File: config.mk
export PLATFORM = sky130hd
export DESIGN_NAME = inst_fetch_queue
export DESIGN_NICKNAME = d
export VERILOG_FILES = /design/src/rtl/inst_fetch_queue_pkg.sv /design/src/rtl/inst_fetch_queue_fetch.sv /design/src/rtl/inst_fetch_queue.sv
export SDC_FILE = /design/constraint.sdc
export NUM_CORES = 1
export LEC_CHECK = 0
export CORE_MARGIN = 3
export CORE_UTILIZATION = 52
export CTS_CLUSTER_DIAMETER = 80
export DETAILED_ROUTE_END_ITERATION = 10
export GPL_TIMING_DRIVEN = 0
export HOLD_SLACK_MARGIN = 0.05
export PLACE_DENSITY = 0.73
export SLEW_MARGIN = 10
export SYNTH_ARGS = -nofsm -noshare
export SYNTH_HDL_FRONTEND = slang
export SYNTH_SLANG_ARGS = --single-unit
File: constraint.sdc
create_clock -name Clk -period 4.6 [get_ports Clk]
set_clock_uncertainty 0.15 [all_clocks]
set_input_delay 1.15 -clock Clk [delete_from_list [all_inputs] [get_ports Clk]]
set_output_delay 1.15 -clock Clk [all_outputs]
set_load 0.05 [all_outputs]
File: src/rtl/inst_fetch_queue_pkg.sv
// inst_fetch_queue_pkg: shared widths, default depth and entry layout
// for the instruction fetch queue and its FIFOs.
package inst_fetch_queue_pkg;

   localparam int InstAddrBus = 32;
   localparam int InstBus     = 32;
   localparam int IfqDepth    = 4;

   // Pointer width for a power-of-two FIFO of the given depth.
   // Counters are one bit wider so that "full" is representable.
   function automatic int ptr_w(input int depth);
      return $clog2(depth);
   endfunction

   typedef struct packed {
      logic [InstAddrBus-1:0] pc;
      logic [InstBus-1:0]     inst;
   } iq_entry_t;

endpackage

File: src/rtl/inst_fetch_queue_fetch.sv
// fetch_fifo: synchronous FIFO with push, pop, clear, full, empty, count.
// Ports: clk/rst_n, push_i+wdata_i, pop_i, clear_i, rdata_o (head), flags.
module fetch_fifo
   import inst_fetch_queue_pkg::*;
#(
   parameter int WIDTH = 32,
   parameter int DEPTH = IfqDepth
) (
   input  logic                   clk,
   input  logic                   rst_n,
   input  logic                   push_i,
   input  logic [WIDTH-1:0]       wdata_i,
   input  logic                   pop_i,
   input  logic                   clear_i,
   output logic [WIDTH-1:0]       rdata_o,
   output logic                   full_o,
   output logic                   empty_o,
   output logic [$clog2(DEPTH):0] count_o
);

   localparam int PW = ptr_w(DEPTH);
   localparam int CW = PW + 1;

   logic [WIDTH-1:0] mem_q [DEPTH];
   logic [WIDTH-1:0] mem_d [DEPTH];
   logic [PW-1:0]    wr_q, wr_d;
   logic [PW-1:0]    rd_q, rd_d;
   logic [CW-1:0]    cnt_q, cnt_d;
   logic             do_push;
   logic             do_pop;

   assign full_o  = (cnt_q == CW'(DEPTH));
   assign empty_o = (cnt_q == '0);
   assign count_o = cnt_q;
   assign rdata_o = mem_q[rd_q];
   assign do_push = push_i & ~full_o;
   assign do_pop  = pop_i & ~empty_o;

   always_comb begin
      mem_d = mem_q;
      wr_d  = wr_q;
      rd_d  = rd_q;
      cnt_d = cnt_q;
      if (clear_i) begin
         wr_d  = '0;
         rd_d  = '0;
         cnt_d = '0;
      end else begin
         if (do_push) begin
            mem_d[wr_q] = wdata_i;
            wr_d        = wr_q + PW'(1);
         end
         if (do_pop) begin
            rd_d = rd_q + PW'(1);
         end
         cnt_d = cnt_q + CW'(do_push) - CW'(do_pop);
      end
   end

   always_ff @(posedge clk or negedge rst_n) begin
      if (!rst_n) begin
         mem_q <= '{default: '0};
         wr_q  <= '0;
         rd_q  <= '0;
         cnt_q <= '0;
      end else begin
         mem_q <= mem_d;
         wr_q  <= wr_d;
         rd_q  <= rd_d;
         cnt_q <= cnt_d;
      end
   end

endmodule

File: src/rtl/inst_fetch_queue.sv
// inst_fetch_queue: issues in-order fetches, tags responses, buffers them.
// Ports: PC side (pc_i, ce_i, stall_req_o), memory bus, decode side, flush_i.
module inst_fetch_queue
   import inst_fetch_queue_pkg::*;
#(
   parameter int DEPTH = IfqDepth
) (
   input  logic                   Clk,
   input  logic                   Rst,
   input  logic [InstAddrBus-1:0] pc_i,
   input  logic                   ce_i,
   input  logic                   flush_i,
   output logic                   stall_req_o,
   output logic                   mem_req_o,
   output logic [InstAddrBus-1:0] mem_addr_o,
   input  logic                   mem_gnt_i,
   input  logic                   mem_rvalid_i,
   input  logic [InstBus-1:0]     mem_rdata_i,
   input  logic                   id_stall_i,
   output logic                   inst_valid_o,
   output logic [InstBus-1:0]     inst_o,
   output logic [InstAddrBus-1:0] inst_pc_o
);

   localparam int CW = ptr_w(DEPTH) + 1;
   localparam int SW = CW + 2;

   logic [CW-1:0]          cnt, live, stale;
   logic [CW-1:0]          drop_q, drop_d;
   logic [SW-1:0]          occ;
   logic                   fetch_act, grant;
   logic                   resp_live, iq_pop;
   logic                   aq_full, aq_empty;
   logic                   iq_full, iq_empty;
   logic [InstAddrBus-1:0] aq_head;
   iq_entry_t              iq_in, iq_head;

   // Rst gates the request so the bus is quiet while held in reset.
   assign fetch_act = Rst & ce_i & ~flush_i;
   assign occ = SW'(cnt) + SW'(live) + SW'(drop_q);

   // Every slot held by a buffered, live or stale request counts against
   // DEPTH, so a response always finds room in iq.
   assign mem_req_o = fetch_act & ~aq_full & ~iq_full
                    & (occ < SW'(DEPTH));
   assign mem_addr_o  = pc_i;
   assign grant       = mem_req_o & mem_gnt_i;
   assign stall_req_o = fetch_act & ~grant;

   assign resp_live = mem_rvalid_i & ~flush_i
                    & (drop_q == '0) & ~aq_empty;

   assign inst_valid_o = ~iq_empty & ~flush_i;
   assign iq_pop       = inst_valid_o & ~id_stall_i;
   assign inst_o       = inst_valid_o ? iq_head.inst : '0;
   assign inst_pc_o    = inst_valid_o ? iq_head.pc : '0;

   assign iq_in.pc   = aq_head;
   assign iq_in.inst = mem_rdata_i;

   // On flush every live request becomes stale; one arriving this
   // cycle is retired immediately.
   assign stale = drop_q + live;

   always_comb begin
      drop_d = drop_q;
      if (flush_i) begin
         drop_d = stale - CW'(mem_rvalid_i && (stale != '0));
      end else if (mem_rvalid_i && (drop_q != '0)) begin
         drop_d = drop_q - CW'(1);
      end
   end

   always_ff @(posedge Clk or negedge Rst) begin
      if (!Rst) begin
         drop_q <= '0;
      end else begin
         drop_q <= drop_d;
      end
   end

   fetch_fifo #(
      .WIDTH (InstAddrBus),
      .DEPTH (DEPTH)
   ) u_aq (
      .clk     (Clk),
      .rst_n   (Rst),
      .push_i  (grant),
      .wdata_i (pc_i),
      .pop_i   (resp_live),
      .clear_i (flush_i),
      .rdata_o (aq_head),
      .full_o  (aq_full),
      .empty_o (aq_empty),
      .count_o (live)
   );

   fetch_fifo #(
      .WIDTH ($bits(iq_entry_t)),
      .DEPTH (DEPTH)
   ) u_iq (
      .clk     (Clk),
      .rst_n   (Rst),
      .push_i  (resp_live),
      .wdata_i (iq_in),
      .pop_i   (iq_pop),
      .clear_i (flush_i),
      .rdata_o (iq_head),
      .full_o  (iq_full),
      .empty_o (iq_empty),
      .count_o (cnt)
   );

endmodule

Yosys cells after proc, flatten, opt, wreduce, memory -nomap -nowiden

Index checks and enable logic that the tools add are counted.

Register bits: 401
Bits of input ports: 71
Output and inout bits: 99
Logic and storage cells: 106

Add/sub/neg operators: 13
Order comparisons: 7
Eq/ne operators: 2
Muxes and demuxes: 26
Bitwise logic cells: 27
Reduce and logical (&&, ||, !) cells: 16

Operator list:

| operator              | count |
|---|---|
| $bwmux W256           | 1 |
| $mux W64              | 3 |
| $mux W32              | 5 |
| $bmux W64 S2          | 1 |
| $bwmux W128           | 1 |
| $demux W64 S2         | 1 |
| $bmux W32 S2          | 1 |
| $demux W32 S2         | 1 |
| $and A1 B1 Y1         | 16 |
| $mux W2               | 8 |
| $ge A3 B3 Y1 const B  | 4 |
| $mux W3               | 4 |
| $not A2 Y3            | 4 |
| $reduce_bool A2 Y1    | 5 |
| $logic_not A3 Y1      | 3 |
| $sub A3 B1 Y3         | 3 |
| $add A2 B1 Y2 const B | 4 |
| $not A1 Y1            | 7 |
| $add A3 B1 Y3         | 2 |
| $eq A3 B3 Y1 const B  | 2 |
| $lt A3 B1 Y1 const B  | 2 |
| $reduce_bool A3 Y1    | 2 |
| $add A4 B3 Y5         | 1 |
| $lt A5 B3 Y1 const B  | 1 |
| other kinds (5)       | 9 |

Depth between registers and ports, before layout

Word-level depth: 10
Gate-level depth with buffers: 13
Gate-level depth less buffers: 13

By module

A second synthesis with hierarchy kept.

Cells, all modules: 1187
Area total of the unflattened synthesis: 20522.2 µm²

Modules (own cells, without submodules):

| module             | times used | cells each | area each (µm²) | seq. area each (µm²) |
|---|---|---|---|---|
| fetch_fifo at u_iq | 1          | 666        | 12734.7         | 6581.3 |
| fetch_fifo at u_aq | 1          | 359        | 6601.3          | 3378.2 |
| inst_fetch_queue   | 1          | 162        | 1186.1          | 75.1 |

Least setup slack after synthesis

No wires, ideal clock.

Path type: flip-flop to output port
From: reg u_aq.cnt_q[2] (netlist: u_aq.count_o[2])
To: out stall_req_o
Arrival time: 2714 ps
Required time: 3300 ps
Setup slack: 586 ps
Stages on the path, launching flop included: 9
Path buffers: 0
Path through: dfrtp_1 -> inv_1 -> fa_1 -> inv_1 -> fa_1 -> nand2b_1 -> a2111oi_4 -> and2_0 -> nor2_1

Cells in the longest elaborated chain, start to end: 8
Elaborated cells on any way between the ends: 11
Classes of those cells: 2 x add/sub; 1 x order compare; 1 x eq/ne; 7 x bitwise

Ends and longest elaborated chain:

| item                                                                  | RTL line                     | source |
|---|---|---|
| from (decl)                                                           | inst_fetch_queue_fetch.sv:28 | `logic [CW-1:0] cnt_q, cnt_d;` |
| from (signal assigned)                                                | inst_fetch_queue_fetch.sv:70 | `cnt_q <= cnt_d;` |
| parallel branches: the longest is 4 deep, another holds $add A4 B3 Y5 | n/a                          |  |
| $and A1 B1 Y1 *                                                       | inst_fetch_queue.sv:45       | `& (occ < SW'(DEPTH));` |
| $and A1 B1 Y1 *                                                       | inst_fetch_queue.sv:47       | `assign grant = mem_req_o & mem_gnt_i;` |
| $not A1 Y1 *                                                          | inst_fetch_queue.sv:48       | `assign stall_req_o = fetch_act & ~grant;` |
| $and A1 B1 Y1 *                                                       | inst_fetch_queue.sv:48       |  |
| to (decl)                                                             | inst_fetch_queue.sv:13       | `output logic stall_req_o,` |

Mark *: on every way between the ends.

Worst setup path after layout

From: in flush_i
To: out inst_pc_o[26]

Cells in the longest elaborated chain, start to end: 3

Ends and longest elaborated chain:

| item                 | RTL line               | source |
|---|---|---|
| from (decl)          | inst_fetch_queue.sv:12 | `input logic flush_i,` |
| $not A1 Y1 (no line) | n/a                    |  |
| $and A1 B1 Y1        | inst_fetch_queue.sv:53 | `assign inst_valid_o = ~iq_empty & ~flush_i;` |
| $mux W32             | inst_fetch_queue.sv:56 | `assign inst_pc_o = inst_valid_o ? iq_head.pc : '0;` |
| to (decl)            | inst_fetch_queue.sv:22 | `output logic [InstAddrBus-1:0] inst_pc_o` |

Every way passes these cells.

==> impl_metrics.json <==
{
  "outcome": "completed",
  "fp-row-count": 68,
  "wirelength_um": 38600,
  "postSynthAreaPerCell_um2": 15.8,
  "cts-root-to-sink-buffers": 3,
  "yosys_warnings": 0,
  "grt_start_max_net_pins": 104,
  "grt.overflow.total": 0,
  "postSynthRegisterBits": 401,
  "ir_worst_vdd_v": 0.000279,
  "top_cell_type_by_total_area_after_synthesis": "sky130_fd_sc_hd__dfrtp_1",
  "synth-compound-area-share": 0.00441,
  "wl_per_cell_um": 20.6,
  "slew_headroom": 0.407,
  "critPathMostFrequentCell": "sky130_fd_sc_hd__clkdlybuf4s50_1",
  "end_kind": "output pin",
  "synth-adder-area-share": 0.0194,
  "route.detailed.vias_per_inst": 5.57,
  "synthFlopType": "sky130_fd_sc_hd__dfrtp_1",
  "clock_sink_count": 401,
  "die_area_um2": 37800,
  "htree_levels": 2,
  "antenna-diode-count": 0,
  "async_flop_share": 1.00,
  "design.final.nets": 1481,
  "synth_xor_area_frac": 0.00522,
  "start_util": 0.531,
  "timing.critical_path.cells": "clkdlybuf4s50_1 -> nor2_1 -> clkbuf_1 -> and2_1 -> clkdlybuf4s50_1",
  "synthToLayoutAreaGrowth_pct": 20.2,
  "io_pins": 170,
  "synth_enable_flop_cells": 0,
  "smallest_hold_slack_ps": 337,
  "layout_min_cycle_time_ps": 4530,
  "final_slew_viol_count": 0,
  "worstRegToRegCells": 13,
  "grt_first_pass_wirelength_um": 63300,
  "leakage_nw": 10.8,
  "tritoncts.num_buffers": 43,
  "antenna_violations_before_repair": 0,
  "critical_path.max_fanout": 10,
  "tightest_slew_ps": 890,
  "port_buffers": 169,
  "post-route-period-util": 0.984,
  "area_share_of_the_leading_cell_type_in_the_synthesized_netlist": 0.544,
  "synth.lib_cells_used.distinct": 37,
  "setup_viol": 0,
  "antenna_left": 0,
  "mux_contribution_to_synthesized_area": 0.355,
  "die-height_um": 194,
  "worst-r2r-setup-slack_ps": 980,
  "synthMostInstantiatedCell": "sky130_fd_sc_hd__dfrtp_1",
  "synthesis.nets": 1262,
  "layout.filler_cells": 2675,
  "powerDensity_nw_per_um2": 414,
  "detailedRoute.firstPassIterationCount": 4,
  "fraction_of_the_mapped_netlist_area_in_simple_logic_gates": 0.0362,
  "dr.first_iter.drc_count": 430,
  "core_area_um2": 34700,
  "clkTransAtPathRegs_ps": 50,
  "dpl.hpwl_um": 25700,
  "worst_path_max_delay_cell": "sky130_fd_sc_hd__clkdlybuf4s50_1",
  "final_cell_area_um2": 22200,
  "post_route_cells_drive_above_1_share": 0.465,
  "via_count": 10400,
  "worstHoldPathType": "register to register",
  "ys_seq_area_frac": 0.544,
  "first_global_vias": 11500,
  "placed_area_um2": 20800,
  "rsz0062_at_grt": "yes",
  "cp_data_arrival_time_ps": 3230,
  "leading_cell_types_by_count_after_synthesis": "sky130_fd_sc_hd__dfrtp_1 (401), sky130_fd_sc_hd__mux2_2 (365), sky130_fd_sc_hd__mux4_2 (96), sky130_fd_sc_hd__and2_1 (65), sky130_fd_sc_hd__buf_2 (40)",
  "cell_area_after_synthesis_um2": 18400,
  "synth_top_family_by_area": "multiplexers",
  "postSynthCellCount": 1166,
  "route.detailed.drc": 0,
  "totalPowerFinal_mw": 9.17,
  "achievable-frequency_mhz": 221,
  "clkLatencyLatePin_ps": 530,
  "timing.max_cap.violations": 0,
  "finalWeightedCongestion": 0.775,
  "hold_depth": 1,
  "synthTopCellsByArea": "sky130_fd_sc_hd__dfrtp_1 (54%), sky130_fd_sc_hd__mux2_2 (22%), sky130_fd_sc_hd__mux4_2 (12%)",
  "final-hold-violation-count": 0,
  "crit_path_start_kind": "input pin",
  "cp_slowest_stage_delay_ps": 800,
  "cts-root-buf": "sky130_fd_sc_hd__clkbuf_16",
  "required_ps": 3300,
  "tritoncts": "built",
  "chipWidth_um": 194,
  "critPathKind": "input pin to output pin",
  "total_global_routing_track_utilization": 0.208
}
-- final cells by class --
cell class / count / area, um^2 / area share
Sequential cell: 401 / 10000 / 0.453
Multi-Input combinational cell: 642 / 7750 / 0.350
Timing Repair Buffer: 174 / 1730 / 0.0779
Clock buffer: 67 / 1340 / 0.0604
Buffer: 101 / 589 / 0.0266
Tap cell: 455 / 569 / 0.0257
Inverter: 22 / 82.6 / 0.00373
Clock inverter: 7 / 68.8 / 0.00310
-- state kept, by name (all words and copies together) (netlist names) --
register	flops
drop_q	3
u_aq.count_o	3
u_aq.mem_q	128
u_aq.rd_q	2
u_aq.wr_q	2
u_iq.count_o	3
u_iq.mem_q	256
u_iq.rd_q	2
u_iq.wr_q	2
-- worst max-delay path, delay by kind of cell --
kind / cells / cell delay [ps]
buf+inv: 3 / 1710
simple gates: 2 / 380
-- cell families after synthesis --
| group | Yosys count |
|---|---|
| flip-flops | 401 |
| AO/OA/AOI/OAI | 9 |
| XOR/XNOR | 11 |
| buffers and inverters | 123 |
| AND/OR/NAND/NOR | 111 |
| multiplexers | 486 |
| adder cells (fa/ha/maj) | 25 |
-- per-layer routing --
metal  GRT usage  share of wire  routed length, um
met1       0.295           0.45              17500
met2       0.353           0.50              19300
met3      0.0283          0.034               1310
met4      0.0378          0.014                546
met5           0              0                  0
-- stage by stage --
| step | setup WS (ps) | setup TNS [ps] | utilization | cells |
|---|---|---|---|---|
| 2_1_floorplan | 586 | 0 | - | 1166 |
| 3_3_place_gp | -16430 | -8174170 | 0.596 | 1790 |
| 3_5_place_dp | -741 | -30540 | 0.600 | 1794 |
| 4_1_cts | -27.6 | -27.6 | 0.640 | 1869 |
| 5_1_grt | -55.9 | -316 | 0.639 | 1869 |
| 6_report | 74.9 | 0 | 0.639 | 1869 |
-- final timing paths --
kind,end,start
max,inst_pc_o[26],flush_i
min,u_iq.mem_q[137],u_iq.mem_q[137]
max reg2reg,u_aq.count_o[2],u_aq.count_o[2]
min reg2reg,u_iq.mem_q[137],u_iq.mem_q[137]
max in group asynchronous,u_iq.mem_q[45],Rst
min in group asynchronous,u_iq.mem_q[211],Rst
-- layout by cell type (no fill, tap or decap), types with 13 or more instances in the layout --
| cell | instances |
|---|---|
| sky130_fd_sc_hd__and2_1 | 65 |
| sky130_fd_sc_hd__buf_2 | 40 |
| sky130_fd_sc_hd__buf_4 | 40 |
| sky130_fd_sc_hd__clkbuf_1 | 19 |
| sky130_fd_sc_hd__clkbuf_16 | 45 |
| sky130_fd_sc_hd__clkbuf_2 | 27 |
| sky130_fd_sc_hd__clkbuf_8 | 13 |
| sky130_fd_sc_hd__clkdlybuf4s50_1 | 109 |
| sky130_fd_sc_hd__dfrtp_1 | 400 |
| sky130_fd_sc_hd__dlygate4sd2_1 | 16 |
| sky130_fd_sc_hd__ha_1 | 19 |
| sky130_fd_sc_hd__inv_1 | 22 |
| sky130_fd_sc_hd__mux2_1 | 22 |
| sky130_fd_sc_hd__mux2_2 | 365 |
| sky130_fd_sc_hd__mux4_2 | 96 |
| sky130_fd_sc_hd__nor2_1 | 14 |
-- power breakdown --
group	switching, mW	internal, mW	total (mW)
logic	0.853	0.859	1.71
clock network	1.35	2.05	3.40
registers	0.175	3.88	4.05
-- timing repair --
item / in CTS / in global routing
resized for setup: 94 / 57
pin swaps: 1 / 0
setup endpoints to repair: 60 / 41
setup buffers: 1 / 0
hold buffers: 0 / 0
Note: power is estimated with default switching activity, not from simulation.
